===== src/rtl/instruction_encoder.sv =====
// Encodes operations into 8-bit program-memory words, buffered in a 4-entry FIFO.
// Define NOP_PAD_EN to follow every JUMP/JUMP_NZ with a 0xC8 NOP delay-slot word.
module instruction_encoder (
    input  logic       clk,
    input  logic       reset_n,
    input  logic       op_valid,
    output logic       op_ready,
    input  logic [2:0] op_type,
    input  logic [2:0] dst,
    input  logic [2:0] src,
    input  logic [3:0] data,
    input  logic       x_sel,
    input  logic       y_sel,
    input  logic [2:0] func,
    output logic       pm_wr_valid,
    input  logic       pm_wr_ready,
    output logic [7:0] pm_wr_data,
    output logic [7:0] pm_wr_addr,
    output logic [2:0] fifo_level,
    output logic       err
);

    typedef enum logic [2:0] {
        OP_LOAD    = 3'd0,
        OP_MOVE    = 3'd1,
        OP_ALU     = 3'd2,
        OP_JUMP    = 3'd3,
        OP_JUMP_NZ = 3'd4
    } op_t;

    localparam logic [7:0] NOP_WORD = 8'hC8;
`ifdef NOP_PAD_EN
    localparam logic [2:0] READY_MAX = 3'd2;
    localparam bit         PAD_EN    = 1'b1;
`else
    localparam logic [2:0] READY_MAX = 3'd3;
    localparam bit         PAD_EN    = 1'b0;
`endif

    logic [7:0] mem [4];
    logic [1:0] wr_ptr;
    logic [1:0] rd_ptr;
    logic [2:0] level;
    logic [2:0] level_next;
    logic [2:0] push_cnt;
    logic       active;
    logic       accept;
    logic       transfer;
    logic       legal;
    logic       is_jump;
    logic [7:0] word;

    always_comb begin
        word    = '0;
        legal   = 1'b1;
        is_jump = 1'b0;
        case (op_type)
            OP_LOAD:    word = {1'b0, dst, data};
            OP_MOVE:    word = {2'b10, dst, src};
            OP_ALU:     word = {3'b110, x_sel, y_sel, func};
            OP_JUMP: begin
                word    = {4'b1110, data};
                is_jump = 1'b1;
            end
            OP_JUMP_NZ: begin
                word    = {4'b1111, data};
                is_jump = 1'b1;
            end
            default:    legal = 1'b0;
        endcase
    end

    // active holds op_ready low through reset and the edge that releases it
    always_comb begin
        op_ready    = active && (level <= READY_MAX);
        accept      = op_valid && op_ready;
        pm_wr_valid = (level != 3'd0);
        transfer    = pm_wr_valid && pm_wr_ready;
        pm_wr_data  = pm_wr_valid ? mem[rd_ptr] : '0;
        fifo_level  = level;
        push_cnt    = 3'd0;
        if (accept && legal) begin
            push_cnt = (PAD_EN && is_jump) ? 3'd2 : 3'd1;
        end
        level_next  = level + push_cnt - {2'b00, transfer};
    end

    always_ff @(posedge clk or negedge reset_n) begin
        if (!reset_n) begin
            wr_ptr     <= '0;
            rd_ptr     <= '0;
            level      <= '0;
            active     <= 1'b0;
            err        <= 1'b0;
            pm_wr_addr <= '0;
        end else begin
            active <= 1'b1;
            err    <= accept && !legal;
            level  <= level_next;
            wr_ptr <= wr_ptr + push_cnt[1:0];
            if (transfer) begin
                rd_ptr     <= rd_ptr + 2'd1;
                pm_wr_addr <= pm_wr_addr + 8'd1;
            end
        end
    end

    always_ff @(posedge clk) begin
        if (push_cnt != 3'd0) begin
            mem[wr_ptr] <= word;
        end
        if (push_cnt == 3'd2) begin
            mem[wr_ptr + 2'd1] <= NOP_WORD;
        end
    end

endmodule

===== config.mk =====
export PLATFORM = sky130hd
export DESIGN_NAME = instruction_encoder
export DESIGN_NICKNAME = d
export VERILOG_FILES = /design/src/rtl/instruction_encoder.sv
export SDC_FILE = /design/constraint.sdc
export NUM_CORES = 1
export LEC_CHECK = 0
export BUFFER_PORTS_ARGS = -buffer_cell sky130_fd_sc_hd__buf_2
export CORE_MARGIN = 2
export CORE_UTILIZATION = 30
export CTS_BUF_LIST = sky130_fd_sc_hd__clkbuf_4 sky130_fd_sc_hd__clkbuf_8
export DETAILED_ROUTE_END_ITERATION = 16
export GPL_ROUTABILITY_DRIVEN = 0
export HOLD_SLACK_MARGIN = 0.06
export PLACE_DENSITY_LB_ADDON = 0.05
export SYNTH_ARGS = -nofsm -noshare
export SYNTH_HDL_FRONTEND = slang
export SYNTH_SLANG_ARGS = --single-unit

===== constraint.sdc =====
create_clock -name clk -period 4.48 [get_ports clk]
set_input_delay 0.672 -clock clk [delete_from_list [all_inputs] [get_ports clk]]
set_output_delay 0.672 -clock clk [all_outputs]
set_load 0.02 [all_outputs]

* Word-level counts from Yosys, hierarchy flattened
Memory sizes are Yosys's and may differ from the RTL's. Cells that the tools add are included.
Word-level totals: memories 1, logic and storage cells 41, bits in registers 17, output and inout port bits 22, memory bits (writable) 32
Cells by class: magnitude comparators 1, mux-type cells 11, equality and inequality tests 5, reductions and logical operators 11, $add $sub $neg 6
Memory list:
- mem | depth 4, width 8, read ports 1, clocked after Yosys merged registers in 0, write ports 1, line 40 | logic [7:0] mem [4];
Operator list (number):
- $pmux 8 s5 | 1
- $mux 8 | 2
- $eq 3x2->1 const B | 3
- $add 8x1->8 const B | 1
- $reduce_or 8->1 | 1
- $mux 1 | 7
- $reduce_bool 3->1 | 2
- $logic_and 1x1->1 | 5
- $reduce_or 5->1 | 1
- $add 2x1->2 const B | 2
- $add 3x3->3 | 1
- $eq 3x1->1 const B | 1
- $eq 3x3->1 const B | 1
- $le 3x2->1 const B | 1
- $logic_not 3->1 | 1
- $sub 3x1->3 | 1
- $add 2x2->2 | 1
- $mux 2 | 1
- $logic_not 1->1 | 1

* Depth between registers and ports, before layout
depth after elaboration 10, gate-level depth with buffers 9

* Least setup slack after synthesis
Ideal clock, no wire load.
path kind input to register, start input port op_type[1], end register level[2], in the netlist fifo_level[2], library setup time 0.122 ns, buffers on the path 1, path slack 2.168 ns, data arrival time 2.190 ns, stages 8, required time 4.358 ns, cells stage by stage buf_2 o21ai_1 nand4_2 ha_1 inv_1 ha_1 fa_1 xor2_1
Between the ends: longest elaborated chain between the ends 7, elaborated cells on any way between the ends 11
RTL lines:
- from (decl) | line 8 | input logic [2:0] op_type,
- $eq 3x3->1 (tied with other cells) | line 57 | case (op_type)
- $reduce_or 5->1 (no line) (*)
- $mux 1 (*) | line 57
- $logic_and 1x1->1 (*) | line 82 | if (accept && legal) begin
- $mux 1 (*) | line 82
- $add 3x3->3 (*) | line 85 | level_next = level + push_cnt - {2'b00, transfer};
- $sub 3x1->3 (*) | line 85
- named net level_next[2] | line 44 | logic [2:0] level_next;
- to (signal assigned) | line 99 | level <= level_next;
- to (decl) | line 43 | logic [2:0] level;
The timed path passes the listed nets; every way through them passes the cells marked *. A chain may end at the register's enable or synchronous reset.

* Final worst setup path
start register level[0], in the netlist fifo_level[0], end output port pm_wr_data[5]
Between the ends: longest elaborated chain between the ends 2
RTL lines:
- $reduce_bool 3->1 | line 77 | pm_wr_valid = (level != 3'd0);
- $mux 8 | line 79 | pm_wr_data = pm_wr_valid ? mem[rd_ptr] : '0;
- to (decl) | line 17 | output logic [7:0] pm_wr_data,
No other way between the ends.

==> results.yml <==
logic_synthesis:
  synth.distinct_cells: 37
  synth_fp_nets: 178
  syn_area_sq_um: 2220
  synthArstFlopShare_pct: 34.7
  synth_edf_count: 32
  yosysWarningCount: 0
  synth.avg_cell_area_sq_um: 14.8
  ys_seq_area_share_pct: 62.6
  synth.ff_latch_count: 49
  postSynth.topFlopCell: "sky130_fd_sc_hd__edfxtp_1"
  number_of_standard_cells_after_synthesis: 150
critical_path:
  worstReg2RegStart: "fifo_level[2]"
  timing.critical_path.to_type: "output port"
  peak_fanout_along_the_critical_path: 9
  worst_ep_arrival_ns: 2.08
  critical_path_class: "register to output port"
  worst_path_max_delay_cell: "sky130_fd_sc_hd__nor3_1"
  start_kind: "register"
  r2r.worst_path.cells: 5
  worst-r2r-setup-slack_ns: 2.00
  critPathMaxStageDelay_ns: 0.88
  crit_path_cell_trace: "nor3_1 -> and2b_1 -> buf_2"
  worstReg2RegEnd: "mem[2][2]"
  worst-endpoint-required_ns: 3.81
flow_run:
  maxCapViolCount: 0
power:
  worst_ir_drop_vdd_mv: 0.171
  internal_power_mw: 0.929
  switching_power_mw: 0.544
  power.leakage_nw: 1.07
  power_per_cell_area_nw_per_um2: 561
  sw_share_pct: 36.9
  clock_power_share_pct: 17.8
  share_comb_of_total_power_pct: 36.1
  power.sequential.fraction_pct: 46.1
floorplan:
  core-area_sq_um: 7210
  number_of_standard_cell_rows_in_the_floorplan: 31
  initial_core_util_pct: 30.7
  area_of_the_die_sq_um: 8090
  dieWidth_um: 89.9
  die_height_um: 89.9
  io_pins: 44
clocking:
  clkTransAtPathRegs_ns: 0.09
  cts_max_level: 2
  cts-buffers-inserted: 5
  cts-hold-fix-buffers: 0
  post-cts-setup-buffers: 0
  postCtsResizedCells: 0
  cts_root_buffer: "sky130_fd_sc_hd__clkbuf_8"
  cts_max_path_buffers: 2
  cts_tree: "built"
  later_pin_clock_latency_in_the_skew_report_ns: 0.30
  clock_sinks: 49
layout:
  layout.cells.most_common_list: "43 x sky130_fd_sc_hd__buf_2, 32 x sky130_fd_sc_hd__edfxtp_1, 17 x sky130_fd_sc_hd__dfrtp_1"
  layout_cells_sized_above_1_pct: 33.5
  final_nets: 224
  insertedDiodeCount: 0
  fillCellCount: 737
  area_overhead_vs_synth_pct: 18.6
  stdcell_area_sq_um: 2630
  layout_commonest_cell: "sky130_fd_sc_hd__buf_2"
  finalCoreUtilization_pct: 36.4
worst_hold_path:
  min-delay-path-class: "input port to async pin"
sta:
  setup_violating_endpoint_count_in_the_final_report: 0
  tightest_slew_ns: 1.25
  fin_setup_tns_ns: 0
  fmax_mhz: 363
  fin_crit_ns: 2.75
  holdWs_ns: 0.283
  rsz_0062_raised_after_global_routing: "no"
  worst_case_clock_skew_ns: 0.0133
  remaining_max_slew_budget_at_the_tightest_pin_pct: 16.3
  fin_crit_share_pct: 61.4
  final-hold-violation-count: 0
  timing_max_transition_violations_final: 0
status:
  result_of_the_run: "finished, final reports clean"
global_routing:
  gr-total-overflow: 0
  vias_in_the_first_global_route: 1395
  first_pass_grt_wire_length_mm: 7.09
  gr-usage-all-layers_pct: 11.2
  antenna_found_initial: 0
  pin_count_of_the_biggest_net_entering_global_routing: 18
routing:
  detailroute.via_count: 1348
  first_pass_iters: 2
  routedWlPerCell_um: 14.4
  initialDrtViolationCount: 110
  drc_markers: 0
  postRouteWirelength_mm: 4.25
  route.detailed.vias_per_inst: 4.55
  antenna_left: 0
place:
  dp.final_hpwl_mm: 3.20
  port-buffer-count: 43
  dpl_cell_area_sq_um: 2540
## cell usage after synthesis, drive strengths merged (4+ instances only)
cell | n | area, sq um
and2b | 6 | 45.0
dfrtp | 17 | 425
nor2 | 8 | 30.0
ha | 5 | 62.6
mux4 | 8 | 180
o21ai | 7 | 35.0
mux2i | 4 | 40.0
a32oi | 4 | 35.0
edfxtp | 32 | 961
nand2 | 9 | 33.8
inv | 8 | 32.5
xor2 | 5 | 43.8
xnor2 | 7 | 61.3
## how the worst max path moves through the flow
stage                              from  slack [ns]       endpoint  cells after the start
after CTS                 fifo_level[0]        1.51  pm_wr_data[5]                      3
after detailed placement     op_type[0]        1.71      mem[2][4]                      4
after global routing      fifo_level[0]        1.50  pm_wr_data[5]                      3
final                     fifo_level[0]        1.73  pm_wr_data[5]                      3
after floorplan              op_type[1]        2.17  fifo_level[2]                      8
after global placement       op_type[0]        1.67      mem[2][1]                      4
## through the flow
step,std cells,setup WS (ns),power [mW]
final,296,1.73,1.47
after global routing,296,1.50,1.58
after CTS,296,1.51,1.50
after detailed placement,288,1.71,1.24
after global placement,288,1.67,1.22
after floorplan,150,2.17,1.06
## registers in the layout, indices dropped and copies added (netlist names)
name,flops
mem,32
pm_wr_addr,8
fifo_level,3
rd_ptr,2
wr_ptr,2
active,1
err,1
## critical path, delay by kind of cell (launching register included)
family | cells | cell delay [ns]
AND/OR/NAND/NOR | 2 | 1.16
buffers and inverters | 1 | 0.15
flip-flops | 1 | 0.46
## power groups by stage
stage | clock, mW | combinational, mW | sequential [mW]
finish | 0.262 | 0.531 | 0.680
global route | 0.290 | 0.588 | 0.701
CTS | 0.268 | 0.545 | 0.687
detailed placement | 0 | 0.545 | 0.696
global placement | 0 | 0.533 | 0.690
floorplan | 0 | 0.373 | 0.689
## area by class of cell
class	count	area, sq um	share of cell area [%]
clock inverter	1	7.51	0.286
sequential	49	1390	52.8
timing repair buffer	44	223	8.48
tap	99	124	4.71
clock buffer	7	83.8	3.19
inverter	8	32.5	1.24
multi-input combinational	88	771	29.3
## cells by family (layout without fill, tap and decap cells)
group                    Yosys count  in the layout  synth area share (%)
flip-flops                        49             49                  62.6
AND/OR/NAND/NOR                   42             42                  11.1
AO/OA/AOI/OAI                     15             15                  5.08
buffers and inverters             13             60                  2.65
XOR/XNOR                          12             12                  4.74
multiplexers                      12             12                  9.94
adder cells (fa/ha/maj)            6              6                  3.73
other                              1              1                 0.169
## layer usage
layer | share of wire [%] | track usage [%] | vias to the layer above | routed length, um
met1 | 48 | 15.4 | 668 | 2020
met5 | 0 | 0 | - | 0
met3 | 4.6 | 3.44 | 2 | 196
met2 | 47 | 17.6 | 35 | 2010
met4 | 0.54 | 2.31 | 0 | 23
li1 | - | - | 643 | -
Note: power is estimated with default switching activity, not from simulation.
